$ cat config.mk
export PLATFORM = sky130hd
export DESIGN_NAME = mem_access_ctrl_flat
export DESIGN_NICKNAME = d
export VERILOG_FILES = /design/src/rtl/mem_access_ctrl_if.sv /design/src/rtl/mem_access_ctrl.sv /design/src/flat_wrapper.sv
export SDC_FILE = /design/constraint.sdc
export NUM_CORES = 1
export LEC_CHECK = 0
export BUFFER_PORTS_ARGS = -buffer_cell sky130_fd_sc_hd__buf_4
export CAP_MARGIN = 25
export CORE_ASPECT_RATIO = 0.7
export CORE_MARGIN = 2
export CORE_UTILIZATION = 50
export CTS_CLUSTER_SIZE = 25
export DETAILED_ROUTE_END_ITERATION = 12
export PLACE_DENSITY = 0.9
export SLEW_MARGIN = 0
export SYNTH_ARGS = -nofsm -noshare
export SYNTH_HDL_FRONTEND = slang
export SYNTH_SLANG_ARGS = --single-unit
$ cat constraint.sdc
create_clock -name CLK -period 1.7 [get_ports CLK]
set_input_delay 0.51 -clock CLK [delete_from_list [all_inputs] [get_ports CLK]]
set_output_delay 0.51 -clock CLK [all_outputs]
set_load 0.05 [all_outputs]
$ cat src/rtl/mem_access_ctrl_if.sv
// CPU request/response plus ram256x8 MOV/MOC bus bundle used by mem_access_ctrl.
// master = the controller side, slave = CPU control unit + RAM side.
interface mem_access_ctrl_if;
  logic        req_valid;
  logic        req_ready;
  logic        req_rw;
  logic [2:0]  req_size;
  logic [31:0] req_addr;
  logic [31:0] req_wdata;
  logic        resp_valid;
  logic        resp_err;
  logic [31:0] resp_rdata;
  logic        MOV;
  logic        ReadWrite;
  logic [2:0]  MS_2_0;
  logic [31:0] Address;
  logic [31:0] DataIn;
  logic        MOC;
  logic [31:0] DataOut;

  modport master (
    input  req_valid, req_rw, req_size, req_addr, req_wdata, MOC, DataOut,
    output req_ready, resp_valid, resp_err, resp_rdata,
           MOV, ReadWrite, MS_2_0, Address, DataIn
  );

  modport slave (
    output req_valid, req_rw, req_size, req_addr, req_wdata, MOC, DataOut,
    input  req_ready, resp_valid, resp_err, resp_rdata,
           MOV, ReadWrite, MS_2_0, Address, DataIn
  );
endinterface

$ cat src/rtl/mem_access_ctrl.sv
// Load/store master for the ram256x8 MOV/MOC handshake with timeout and size extension.
// Optional: define ALIGN_CHECK_EN to reject misaligned half/word requests before any MOV.

module mem_access_ctrl_lane #(
  parameter int VEC_W = 8
) (
  input  logic [VEC_W-1:0] wbyte,
  input  logic [VEC_W-1:0] rbyte,
  input  logic [VEC_W-1:0] fill,
  input  logic             w_en,
  input  logic             r_en,
  output logic [VEC_W-1:0] wout,
  output logic [VEC_W-1:0] rout
);
  assign wout = w_en ? wbyte : '0;
  assign rout = r_en ? rbyte : fill;
endmodule

module mem_access_ctrl #(
  parameter int TIMEOUT_CYCLES = 16,
  parameter int TO_W           = 5
) (
  input  logic               CLK,
  input  logic               RESET_N,
  mem_access_ctrl_if.master  bus
);
  localparam int NUM_LANES = 4;
  localparam int VEC_W     = 8;

  typedef enum logic [2:0] {S_IDLE, S_SETUP, S_ACCESS, S_RELEASE, S_RESP} state_t;

  typedef struct packed {
    logic        rw;
    logic [2:0]  size;
    logic [31:0] addr;
    logic [31:0] wdata;
  } req_t;

  typedef struct packed {
    logic        err;
    logic [31:0] rdata;
  } resp_t;

  state_t          state_q, state_d;
  logic [TO_W-1:0] cnt_q, cnt_d, cnt_inc;
  logic            mov_q, mov_d;
  logic            rw_q, rw_d;
  logic [2:0]      ms_q, ms_d;
  logic [31:0]     addr_q, addr_d;
  logic [31:0]     din_q, din_d;
  logic            sext_q, sext_d;
  logic            err_q, err_d;
  logic [31:0]     ld_q, ld_d;
  logic            ready_q, ready_d;
  logic            rvalid_q, rvalid_d;
  resp_t           resp_q, resp_d;

  req_t                             req_in;
  logic                             accept, bad_req, to_hit, rsign;
  logic [NUM_LANES-1:0]             w_en, r_en;
  logic [VEC_W-1:0]                 fill;
  logic [NUM_LANES-1:0][VEC_W-1:0]  wdata_l, rdata_l, din_m, rd_ext;

  function automatic logic [NUM_LANES-1:0] lane_mask(input logic [1:0] sz);
    case (sz)
      2'b00:   return 4'b0001;
      2'b01:   return 4'b0011;
      default: return 4'b1111;
    endcase
  endfunction

  assign req_in  = '{rw: bus.req_rw, size: bus.req_size, addr: bus.req_addr, wdata: bus.req_wdata};
  assign accept  = bus.req_valid & ready_q;
  assign cnt_inc = (&cnt_q) ? cnt_q : cnt_q + 1'b1;
  assign to_hit  = (cnt_inc >= TO_W'(TIMEOUT_CYCLES));

  always_comb begin
    bad_req = (req_in.size[1:0] == 2'b11);
`ifdef ALIGN_CHECK_EN
    if (req_in.size[1:0] == 2'b01 && req_in.addr[0])          bad_req = 1'b1;
    if (req_in.size[1:0] == 2'b10 && req_in.addr[1:0] != 2'b00) bad_req = 1'b1;
`endif
  end

  // Write lanes use the incoming size; read lanes use the size latched on the bus.
  assign w_en    = lane_mask(req_in.size[1:0]);
  assign r_en    = lane_mask(ms_q[1:0]);
  assign rsign   = (ms_q[1:0] == 2'b00) ? bus.DataOut[7] : bus.DataOut[15];
  assign fill    = {VEC_W{sext_q & rsign}};
  assign wdata_l = req_in.wdata;
  assign rdata_l = bus.DataOut;

  for (genvar g = 0; g < NUM_LANES; g++) begin : g_lane
    mem_access_ctrl_lane #(.VEC_W(VEC_W)) u_lane (
      .wbyte (wdata_l[g]),
      .rbyte (rdata_l[g]),
      .fill  (fill),
      .w_en  (w_en[g]),
      .r_en  (r_en[g]),
      .wout  (din_m[g]),
      .rout  (rd_ext[g])
    );
  end

  always_comb begin
    state_d  = state_q;
    cnt_d    = cnt_q;
    mov_d    = mov_q;
    rw_d     = rw_q;
    ms_d     = ms_q;
    addr_d   = addr_q;
    din_d    = din_q;
    sext_d   = sext_q;
    err_d    = err_q;
    ld_d     = ld_q;
    ready_d  = ready_q;
    rvalid_d = 1'b0;
    resp_d   = '0;
    case (state_q)
      S_IDLE: begin
        if (accept) begin
          ready_d = 1'b0;
          if (bad_req) begin
            state_d    = S_RESP;
            rvalid_d   = 1'b1;
            resp_d.err = 1'b1;
          end else begin
            state_d = S_SETUP;
            rw_d    = req_in.rw;
            ms_d    = {1'b0, req_in.size[1:0]};
            addr_d  = req_in.addr;
            din_d   = din_m;
            sext_d  = req_in.size[2] & req_in.rw;
            err_d   = 1'b0;
            ld_d    = '0;
          end
        end
      end
      S_SETUP: begin
        state_d = S_ACCESS;
        mov_d   = 1'b1;
        cnt_d   = '0;
      end
      S_ACCESS: begin
        cnt_d = cnt_inc;
        if (bus.MOC) begin
          state_d = S_RELEASE;
          mov_d   = 1'b0;
          cnt_d   = '0;
          ld_d    = rw_q ? rd_ext : '0;
        end else if (to_hit) begin
          state_d = S_RELEASE;
          mov_d   = 1'b0;
          cnt_d   = '0;
          err_d   = 1'b1;
        end
      end
      S_RELEASE: begin
        cnt_d = cnt_inc;
        // MOC dropping on the last allowed cycle still counts as a clean finish.
        if (!bus.MOC || to_hit) begin
          state_d      = S_RESP;
          cnt_d        = '0;
          rvalid_d     = 1'b1;
          resp_d.err   = err_q | bus.MOC;
          resp_d.rdata = (err_q | bus.MOC) ? '0 : ld_q;
        end
      end
      S_RESP: begin
        state_d = S_IDLE;
        ready_d = 1'b1;
      end
      default: begin
        state_d = S_IDLE;
        mov_d   = 1'b0;
        ready_d = 1'b1;
      end
    endcase
  end

  always_ff @(posedge CLK or negedge RESET_N) begin
    if (!RESET_N) begin
      state_q  <= S_IDLE;
      cnt_q    <= '0;
      mov_q    <= 1'b0;
      rw_q     <= 1'b1;
      ms_q     <= '0;
      addr_q   <= '0;
      din_q    <= '0;
      sext_q   <= 1'b0;
      err_q    <= 1'b0;
      ld_q     <= '0;
      ready_q  <= 1'b1;
      rvalid_q <= 1'b0;
      resp_q   <= '0;
    end else begin
      state_q  <= state_d;
      cnt_q    <= cnt_d;
      mov_q    <= mov_d;
      rw_q     <= rw_d;
      ms_q     <= ms_d;
      addr_q   <= addr_d;
      din_q    <= din_d;
      sext_q   <= sext_d;
      err_q    <= err_d;
      ld_q     <= ld_d;
      ready_q  <= ready_d;
      rvalid_q <= rvalid_d;
      resp_q   <= resp_d;
    end
  end

  assign bus.req_ready  = ready_q;
  assign bus.resp_valid = rvalid_q;
  assign bus.resp_err   = resp_q.err;
  assign bus.resp_rdata = resp_q.rdata;
  assign bus.MOV        = mov_q;
  assign bus.ReadWrite  = rw_q;
  assign bus.MS_2_0     = ms_q;
  assign bus.Address    = addr_q;
  assign bus.DataIn     = din_q;
endmodule

$ cat src/flat_wrapper.sv
// flat-port wrapper written by rule: the top's interface ports become plain ports
module mem_access_ctrl_flat 
#(
  parameter int TIMEOUT_CYCLES = 16,
  parameter int TO_W           = 5
)
  (CLK, RESET_N, bus_req_valid, bus_req_rw, bus_req_size, bus_req_addr, bus_req_wdata, bus_MOC, bus_DataOut, bus_req_ready, bus_resp_valid, bus_resp_err, bus_resp_rdata, bus_MOV, bus_ReadWrite, bus_MS_2_0, bus_Address, bus_DataIn);
  mem_access_ctrl_if bus_i ();
  input  logic CLK;
  input  logic RESET_N;
  input wire logic [$bits(bus_i.req_valid)-1:0] bus_req_valid;
  input wire logic [$bits(bus_i.req_rw)-1:0] bus_req_rw;
  input wire logic [$bits(bus_i.req_size)-1:0] bus_req_size;
  input wire logic [$bits(bus_i.req_addr)-1:0] bus_req_addr;
  input wire logic [$bits(bus_i.req_wdata)-1:0] bus_req_wdata;
  input wire logic [$bits(bus_i.MOC)-1:0] bus_MOC;
  input wire logic [$bits(bus_i.DataOut)-1:0] bus_DataOut;
  output wire logic [$bits(bus_i.req_ready)-1:0] bus_req_ready;
  output wire logic [$bits(bus_i.resp_valid)-1:0] bus_resp_valid;
  output wire logic [$bits(bus_i.resp_err)-1:0] bus_resp_err;
  output wire logic [$bits(bus_i.resp_rdata)-1:0] bus_resp_rdata;
  output wire logic [$bits(bus_i.MOV)-1:0] bus_MOV;
  output wire logic [$bits(bus_i.ReadWrite)-1:0] bus_ReadWrite;
  output wire logic [$bits(bus_i.MS_2_0)-1:0] bus_MS_2_0;
  output wire logic [$bits(bus_i.Address)-1:0] bus_Address;
  output wire logic [$bits(bus_i.DataIn)-1:0] bus_DataIn;
  assign bus_i.req_valid = bus_req_valid;
  assign bus_i.req_rw = bus_req_rw;
  assign bus_i.req_size = bus_req_size;
  assign bus_i.req_addr = bus_req_addr;
  assign bus_i.req_wdata = bus_req_wdata;
  assign bus_i.MOC = bus_MOC;
  assign bus_i.DataOut = bus_DataOut;
  assign bus_req_ready = bus_i.req_ready;
  assign bus_resp_valid = bus_i.resp_valid;
  assign bus_resp_err = bus_i.resp_err;
  assign bus_resp_rdata = bus_i.resp_rdata;
  assign bus_MOV = bus_i.MOV;
  assign bus_ReadWrite = bus_i.ReadWrite;
  assign bus_MS_2_0 = bus_i.MS_2_0;
  assign bus_Address = bus_i.Address;
  assign bus_DataIn = bus_i.DataIn;
  mem_access_ctrl #(.TIMEOUT_CYCLES(TIMEOUT_CYCLES), .TO_W(TO_W)) u_core (.CLK(CLK), .RESET_N(RESET_N), .bus(bus_i));
endmodule
==> summary.md <==
| Metric | Value |
|---|---|
| Slew @ Worst Pin | 0.694 ns |
| Initial antenna violation count | 0 |
| GRT overflow | 0 |
| Hold Path Stages | 2 |
| CP max-delay cell | dfstp_2 |
| WL/cell | 17.1 microns |
| Async SR Flop Fraction | between 90% and 100% |
| DP Wirelength | 10500 microns |
| Hold path startpoint | bus_req_addr[12] |
| Mapped Area | a little under 6000 sq um |
| Port bufs | slightly above 200 |
| Crit path cell chain | buf_4 |
| Gate count after technology mapping | 472 |
| Number of flops mapped to enable cells by yosys | 0 |
| Layout cells sized above 1 | 45.6% |
| Predominant post-synthesis flop cell | dfrtp_1 |
| Met3 WL post-DR | 1310 microns |
| Ranking of synthesized cells by area | dfrtp_1 (61%), mux2_2 (8.2%), nand2_1 (3.5%) |
| RSZ-0062 raised after global routing | yes |
| Max FO, Critical Path | 3 |
| Most common library cells after synthesis | dfrtp_1 (143), nand2_1 (54), mux2_2 (43) |
| I/O Pins | ~210 |
| Crit path DAT | 1.15 ns |
| Final Critical Period | 1.66 ns |
| Num CTS Buffers | 17 |
| Final cycle utilization of the critical path | around 97% |
| Vias | between 4000 and 5000 |
| Die height | 94.7 microns |
| Post-DRT Antenna Nets | 0 |
| Total wire length | 14700 microns |
| Final Instance Area | 8330 sq um |
| Cell leakage power | roughly 4.1 nW |
| Crit. End Element | output pin |
| 1st-pass router iterations | 4 |
| Syn Nets | 577 |
| Crit-path max cell delay | 0.54 ns |
| Slew margin rel. | 53.7% |
| Sequential fraction of the synthesis area | around 62% |
| CP required | 1.19 ns |
| Critical path class | register to output pin |
| Row Count | 33 |
| Fmax achieved | 604 MHz |
| Worst vdd ir | 1750 uV |
| R2R depth | 5 |
| Placed Area | roughly 7700 sq um |
| Die Wd | between 100 and 150 microns |
| Nets@finish | 794 |
| Vias/cell | 5.24 |
| Final hold violations | 0 |
| Core Util, Final | roughly 72% |
| Met2 WL | between 7000 and 8000 microns |
| Layout area overhead | 41.9% |
| H-tree depth | 4 |
| DRC Markers | 0 |
| Worst hold path type | input pin to register |
| Layout fillers | 815 |
| Yosys warnings | 0 |
| Post-synth top area cell | dfrtp_1 |
| Clk sink count | 145 |
| Core area | 11600 sq um |
| Vias in the first global route | approximately 4500 |
| CP top delay family | flip-flops |
| Number of synthesized register bits | 145 |
| Count leader, synth | dfrtp_1 |
| Skew final | around 0.016 ns |
| Status | finished clean |
| Worst Hold End | u_core.bus.Address[12]$_DFFE_PN0P_ |
| Hold_ws | 0.324 ns |
| # setup viols final | 0 |
| RePlAce Congestion | 0.903 |
| R2r setup slk | ~0.060 ns |
| CP Buf/Inv Count | 1 |
| Unique masters post-synth | 45 |
| Clk_lat worst skew | 0.41 ns |
| Total track usage | 23.7% |
| Power per cell area | around 2000 nW/um^2 |
| Top sig layer | met4 |
| Initial detailed-routing violation count | 235 |
| Initial core utilization | 50.8% |
| Maxcap violations | 0 |
| First-pass GRT wire length | 23000 microns |
| Met1 wire length | roughly 6000 microns |
| Full die area | 12600 sq um |
| Reg2reg end | u_core.ld_q[8]$_DFFE_PN0P_ |
| CTS Buffer Depth | 2 |
| Worst-path clk slew | about 0.06 ns |
| Syn avg cell area | 12.4 sq um |
| R2r startpoint | u_core.state_q[1]$_DFFE_PN0P_ |
| Pin count of the biggest net entering global routing | 57 |
| Critical path launch point type | register |
| Yosys top cell area share | between 60% and 70% |
| Root buffer cell | clkbuf_16 |
| Diode count | 0 |
| CTS tree | yes |
| Slew Limit Fails | 0 |
==> timing repair <==
item | 4_1_cts | 5_1_grt
cloned | 0 | 0
gates resized for setup | 1 | 5
hold buffers | 1 | 0
pin swaps | 0 | 3
buffers inserted | 0 | 3
setup endpoints to repair | 1 | 37
hold endpoints to repair | 11 | 0
==> report_power, final <==
part	switching (mW)	total [mW]	internal, mW
sequential	0.851	5.58	4.72
clock	1.43	3.71	2.29
combinational	5.00	7.68	2.69
==> layer usage <==
layer / vias up / track usage, %
li1: 2073 / -
met1: 2215 / 29.6
met2: 194 / 38.9
met3: 12 / 8.53
met4: 0 / 7.71
met5: - / 0
==> registers in the layout, summed over array words and instances, names as in the netlist <==
signal / count
u_core.cnt_q: 5
u_core.bus.req_ready: 1
u_core.bus.Address: 32
u_core.bus.DataIn: 32
u_core.sext_q: 1
u_core.bus.resp_rdata: 32
u_core.bus.resp_err: 1
u_core.err_q: 1
u_core.ld_q: 32
u_core.bus.MOV: 1
u_core.bus.resp_valid: 1
u_core.bus.ReadWrite: 1
u_core.state_q: 3
u_core.bus.MS_2_0: 2
==> stage by stage <==
| stage | power [mW] | setup WS [ns] | TNS (ns) | cells |
|---|---|---|---|---|
| after floorplan | 10.7 | -0.0167 | -0.0669 | 472 |
| after global placement | 12.9 | 0.0778 | 0 | 823 |
| after detailed placement | 13.2 | -0.0590 | -0.224 | 823 |
| after CTS | 17.0 | 0.0136 | 0 | 855 |
| after global routing | 17.8 | -0.0183 | -0.0319 | 858 |
| final | 17.0 | 0.0441 | 0 | 858 |
==> area by class of cell <==
cell class	count	area (sq um)	area share, %
sequential	145	3630	43.6
multi-input combinational	278	2020	24.3
timing repair buffer	230	1820	21.8
clock buffer	21	470	5.65
tap	157	196	2.36
clock inverter	10	126	1.52
inverter	17	63.8	0.766
==> cells in the final DEF, fill, tap and decap left out, types with 8 or more instances in the layout <==
| master | instances |
|---|---|
| a221o_1 | 8 |
| and2_1 | 19 |
| buf_4 | 220 |
| clkbuf_16 | 17 |
| dfrtp_1 | 140 |
| inv_1 | 17 |
| mux2_2 | 43 |
| mux2i_1 | 17 |
| nand2_1 | 53 |
| nor2_1 | 8 |
| nor2b_1 | 22 |
| nor4_1 | 17 |
| o21ai_0 | 32 |
| o2bb2ai_1 | 16 |
==> worst max-delay path by stage <==
stage,from,end,slack [ns],cells past startpoint
2_1_floorplan,u_core.bus.req_ready$_DFFE_PN1P_,u_core.bus.Address[24]$_DFFE_PN0P_,-0.02,6
3_3_place_gp,bus_req_size[1],u_core.bus.DataIn[15]$_DFFE_PN0P_,0.08,6
3_5_place_dp,bus_req_size[1],u_core.bus.DataIn[15]$_DFFE_PN0P_,-0.06,6
4_1_cts,u_core.bus.ReadWrite$_DFFE_PN1P_,bus_ReadWrite,0.01,1
5_1_grt,u_core.state_q[1]$_DFFE_PN0P_,u_core.ld_q[24]$_DFFE_PN0P_,-0.02,4
6_report,u_core.bus.req_ready$_DFFE_PN1P_,bus_req_ready,0.04,1
==> logic make-up after synthesis <==
kind of cell | share of synthesized area, %
simple gates | 13.1
xor+xnor | 0.149
buf+inv | 4.07
flops | 61.8
other cells | 0.0639
mux | 11.1
fa+ha+maj | 0.213
compound gates | 9.42
==> worst reg2reg max path, delay by kind of cell, from the launching register on <==
family | cells | cell delay, ns
mux | 1 | 0.18
buf+inv | 1 | 0.18
compound gates | 2 | 0.47
flops | 1 | 0.43
simple gates | 1 | 0.31
No activity file was read; power rests on OpenSTA's default activity.
